`src/rtl/datapath.sv`:
```
// Single-bus 32-bit register-transfer datapath (Mini-SRC style) with an AND-only ALU.
// An external sequencer steps it one transfer per clock through individual strobes.
module datapath #(
  parameter int WIDTH = 32
) (
  input  logic               clock,
  input  logic               clear,
  input  logic [WIDTH-1:0]   Mdatain,
  input  logic               Read,
  input  logic               MDRin,
  input  logic               MDRout,
  input  logic               PCout,
  input  logic               Zlowout,
  input  logic               R2out,
  input  logic               R3out,
  input  logic               R1in,
  input  logic               R2in,
  input  logic               R3in,
  input  logic               IRin,
  input  logic               Yin,
  input  logic               AND,
  output logic [WIDTH-1:0]   BusMuxOut,
  output logic [WIDTH-1:0]   R1_q,
  output logic [WIDTH-1:0]   R2_q,
  output logic [WIDTH-1:0]   R3_q,
  output logic [WIDTH-1:0]   PC_q,
  output logic [WIDTH-1:0]   IR_q,
  output logic [WIDTH-1:0]   Y_q,
  output logic [WIDTH-1:0]   MDR_q,
  output logic [2*WIDTH-1:0] Z_q
);

  logic [2*WIDTH-1:0] alu_result;

  // Bus source priority: PC, Zlow, MDR, R2, R3; an undriven bus reads as zero.
  always_comb begin
    BusMuxOut = '0;
    if (PCout)        BusMuxOut = PC_q;
    else if (Zlowout) BusMuxOut = Z_q[WIDTH-1:0];
    else if (MDRout)  BusMuxOut = MDR_q;
    else if (R2out)   BusMuxOut = R2_q;
    else if (R3out)   BusMuxOut = R3_q;
  end

  assign alu_result = {{WIDTH{1'b0}}, Y_q & BusMuxOut};

  // Register file stage: every destination samples the pre-edge bus value.
  always_ff @(posedge clock) begin
    if (clear) begin
      R1_q  <= '0;
      R2_q  <= '0;
      R3_q  <= '0;
      PC_q  <= '0;
      IR_q  <= '0;
      Y_q   <= '0;
      MDR_q <= '0;
      Z_q   <= '0;
    end else begin
      if (R1in)  R1_q  <= BusMuxOut;
      if (R2in)  R2_q  <= BusMuxOut;
      if (R3in)  R3_q  <= BusMuxOut;
      if (IRin)  IR_q  <= BusMuxOut;
      if (Yin)   Y_q   <= BusMuxOut;
      if (MDRin) MDR_q <= Read ? Mdatain : BusMuxOut;
      if (AND)   Z_q   <= alu_result;
    end
  end

endmodule

```
`config.mk`:
```
export PLATFORM = sky130hd
export DESIGN_NAME = datapath
export DESIGN_NICKNAME = d
export VERILOG_FILES = /design/src/rtl/datapath.sv
export SDC_FILE = /design/constraint.sdc
export NUM_CORES = 1
export LEC_CHECK = 0
export BUFFER_PORTS_ARGS = -buffer_cell sky130_fd_sc_hd__buf_4
export CAP_MARGIN = 20
export CORE_ASPECT_RATIO = 1.25
export CORE_MARGIN = 8
export CORE_UTILIZATION = 30
export DETAILED_ROUTE_END_ITERATION = 8
export HOLD_SLACK_MARGIN = 0.15
export PLACE_DENSITY = 0.57
export REMOVE_ABC_BUFFERS = 1
export SYNTH_ARGS = -nofsm -noshare
export SYNTH_HDL_FRONTEND = slang
export SYNTH_SLANG_ARGS = --single-unit
```
`constraint.sdc`:
```
create_clock -name clock -period 4.6 [get_ports clock]
set_clock_uncertainty 0.15 [all_clocks]
set_input_delay 0.69 -clock clock [delete_from_list [all_inputs] [get_ports clock]]
set_output_delay 0.69 -clock clock [all_outputs]
set_load 0.02 [all_outputs]
```
==> summary.md <==
| Metric | Value |
|---|---|
| Via-to-Cell Ratio | 5.08 |
| Cell with the most instances after synthesis | dfxtp_1 |
| Power, Total | 4.97 mW |
| Cell variety after synth | 29 |
| Critical Path Most Common Cell | buf_4 |
| Core ar. | 32,700 um2 |
| DRT antenna net count | 0 |
| Initial antenna violation count | 2 |
| Postcts setup bufs | 0 |
| Worst path max stage delay | 580 ps |
| GRT overflow | 0 |
| Worst Setup End Kind | output pin |
| Crit path cell chain | buf_4, nor2b_4, buf_12, a221oi_1, or3_1, inv_1, buf_4 |
| Initial Utilization | 30.5% |
| Max-slew violation count | 0 |
| Leak | 5.39 nW |
| Delay-heaviest family, CP | simple AND/OR/NAND/NOR gates |
| Residual DRC count | 0 |
| Fin cells | 1,744 |
| Hold_ws | 288 ps |
| Maximum root-to-sink buffer count | 3 |
| Min Clock Period, post-route | 3540 ps |
| Yosys warning total | 0 |
| Share of cells above drive strength 1 | 32.5% |
| RR Startpoint | MDR_q[18]$_SDFFE_PP0P_ |
| GRT Total Usage | 18.4% |
| Hold path start | Mdatain[6] |
| Reg2reg end | Z_q[18]$_SDFFE_PP0P_ |
| WP data arrival | 2700 ps |
| WS Path Type | in2out |
| TritonRoute pass-1 iters | 7 |
| Hold-fix buffers, CTS | 0 |
| Outcome | complete, no violations |
| Worst Path Required | 3760 ps |
| Die area | 39,400 um2 |
| #FFs+latches synth | 224 |
| Post-detail-place hpwl | 24,100 um |
| Total CTS buffers | 26 |
| CTS H-tree depth | 1 |
| NumNets Final | 1,353 |
| Synth top cells by count | dfxtp_1 (224), o22ai_1 (192), nand2b_1 (165) |
| Worst hold stages | 3 |
| Fmax | 282 MHz |
| DIE HEIGHT | 220 um |
| Wire per inst | 22.2 um |
| Synthesized cell area | 9970 um2 |
| Synth Instances | 1,102 |
| Sequential share of the synthesized area | 45.0% |
| Critical path startpoint category | input pin |
| Site Rows | 74 |
| Worst hold path type | in2reg |
| First-pass GRT wire length | 55,900 um |
| DP Cell Count | 1,696 |
| Area Growth Syn to Fin | 28.9% |
| Final std cell area, no fill | 12,900 um2 |
| Share of Yosys cell area claimed by the top area cell type | 45.0% |
| Setup violations, final | 0 |
| Root Buffer | clkbuf_16 |
| Worst Max-Slew Pin Slew | 1100 ps |
| Average instance area after synthesis | 9.05 um2 |
| R2R cell count | 3 |
| RSZ-0062 raised after global routing | false |
| Total I/O pin count | 367 |
| Final WL | 38,800 um |
| Final GP Congestion | 0.770 |
| Dpl cell area | 11,900 um2 |
| PwrDens | 387 nW/um2 |
| Slew HR | 26.9% |
| Critical-path top delay cell | nor2b_4 |
| Worst IR drop on VDD | 0.291 mV |
| Post-synth EDFFs | 0 |
| Fin. Hold Viols | 0 |
| Synth top area cells | dfxtp_1 (45%), o22ai_1 (12%), nand2b_1 (10%) |
| Hold path endpoint | MDR_q[6]$_SDFFE_PP0P_ |
| Primary FF master, synth | dfxtp_1 |
| PortBufs | 302 |
| Clock sink total | 224 |
| Iteration-0 DRC Markers | 633 |
| Post-synth top area cell | dfxtp_1 |
| Reg2Reg Setup Slack | 3070 ps |
| DR vias | 8,860 |
| Vias in the first global route | 8,597 |
| Final period utilization | 77.0% |
| CP Max Fanout | 33 |
| Setup TNS | 0 ps |
| Die Wd | 179 um |
| CP bufs+invs | 4 |
| Pin count of the biggest net entering global routing | 143 |
| Reg clk slew, reported paths | 60 ps |
| Post_cts resized | 0 |
| Clk_lat worst skew | 530 ps |
| Max-cap violations | 0 |
| Asr flop ratio synth | 0% |
| CTS tree | done |
-- final cells by class --
class	count	area [um2]
antenna	1	2.50
clock buffer	34	742
clock inverter	13	176
fill	3273	19800
inverter	34	128
multi-input combinational	713	4470
sequential	224	4480
tap	418	523
timing repair buffer	307	2340
-- power breakdown --
part	total (mW)	switching [mW]	internal, mW
logic	0.688	0.458	0.230
clock network	2.22	0.862	1.36
registers	2.06	0.0537	2.01
total	4.97	1.37	3.60
-- cells by family (layout without fill, tap and decap cells) --
| kind of cell | after synthesis | count (layout) | share of synthesized area [%] |
|---|---|---|---|
| other | 1 | 65 | 0.0376 |
| flip-flops | 224 | 224 | 45.0 |
| AND/OR/NAND/NOR | 329 | 329 | 19.1 |
| buffers and inverters | 228 | 388 | 12.8 |
| AO/OA/AOI/OAI | 320 | 320 | 23.0 |
-- metal layers --
layer	up-vias	routed length (um)	part of all wire (%)	track usage, %
met1	4259	15400	40	22.2
met2	373	19500	50	31.9
met4	0	806	2.1	5.97
li1	4174	-	-	-
met3	54	3070	7.9	3.97
met5	-	0	0	0
-- flip-flops by register name, indices dropped and copies added (netlist names) --
signal and cells:
Y_q 32, Z_q 32, R1_q 32, R2_q 32
MDR_q 32, IR_q 32, R3_q 32
-- placed cells by master, fill, tap and decap left out, types with 9 or more instances in the layout --
master | netlist | layout
a221oi_2 | 9 | 9
conb_1 | 1 | 64
inv_1 | 34 | 33
o31ai_2 | 25 | 25
or3_1 | 32 | 32
a21oi_1 | 32 | 32
dfxtp_1 | 224 | 224
o22ai_1 | 192 | 192
buf_4 | 65 | 304
o21ai_0 | 31 | 31
or3b_2 | 32 | 32
a221oi_1 | 23 | 23
nand2b_1 | 165 | 160
nand2_1 | 33 | 33
nor2_1 | 63 | 63
clkbuf_16 | 0 | 27
-- worst max path at each step --
stage	start	to	slack (ps)	cells after the start
floorplan	Zlowout	BusMuxOut[19]	1650	4
global placement	Zlowout	BusMuxOut[16]	1110	7
detailed placement	R2out	BusMuxOut[18]	1040	7
CTS	R2out	BusMuxOut[18]	1040	7
global route	R2out	BusMuxOut[18]	950	7
finish	R2out	BusMuxOut[18]	1060	7
-- worst register-to-register path, stage by stage (launching register included) --
cell and delay (ps):
dfxtp_1 410, o22ai_1 90, or3_1 550, o31ai_2 250
-- stage by stage --
| stage | util, % | setup slack [ps] |
|---|---|---|
| floorplan | - | 1650 |
| global placement | 36.5 | 1110 |
| detailed placement | 36.5 | 1040 |
| CTS | 39.3 | 1040 |
| global route | 39.3 | 950 |
| finish | 39.3 | 1060 |
Note: power is estimated with default switching activity, not from simulation.
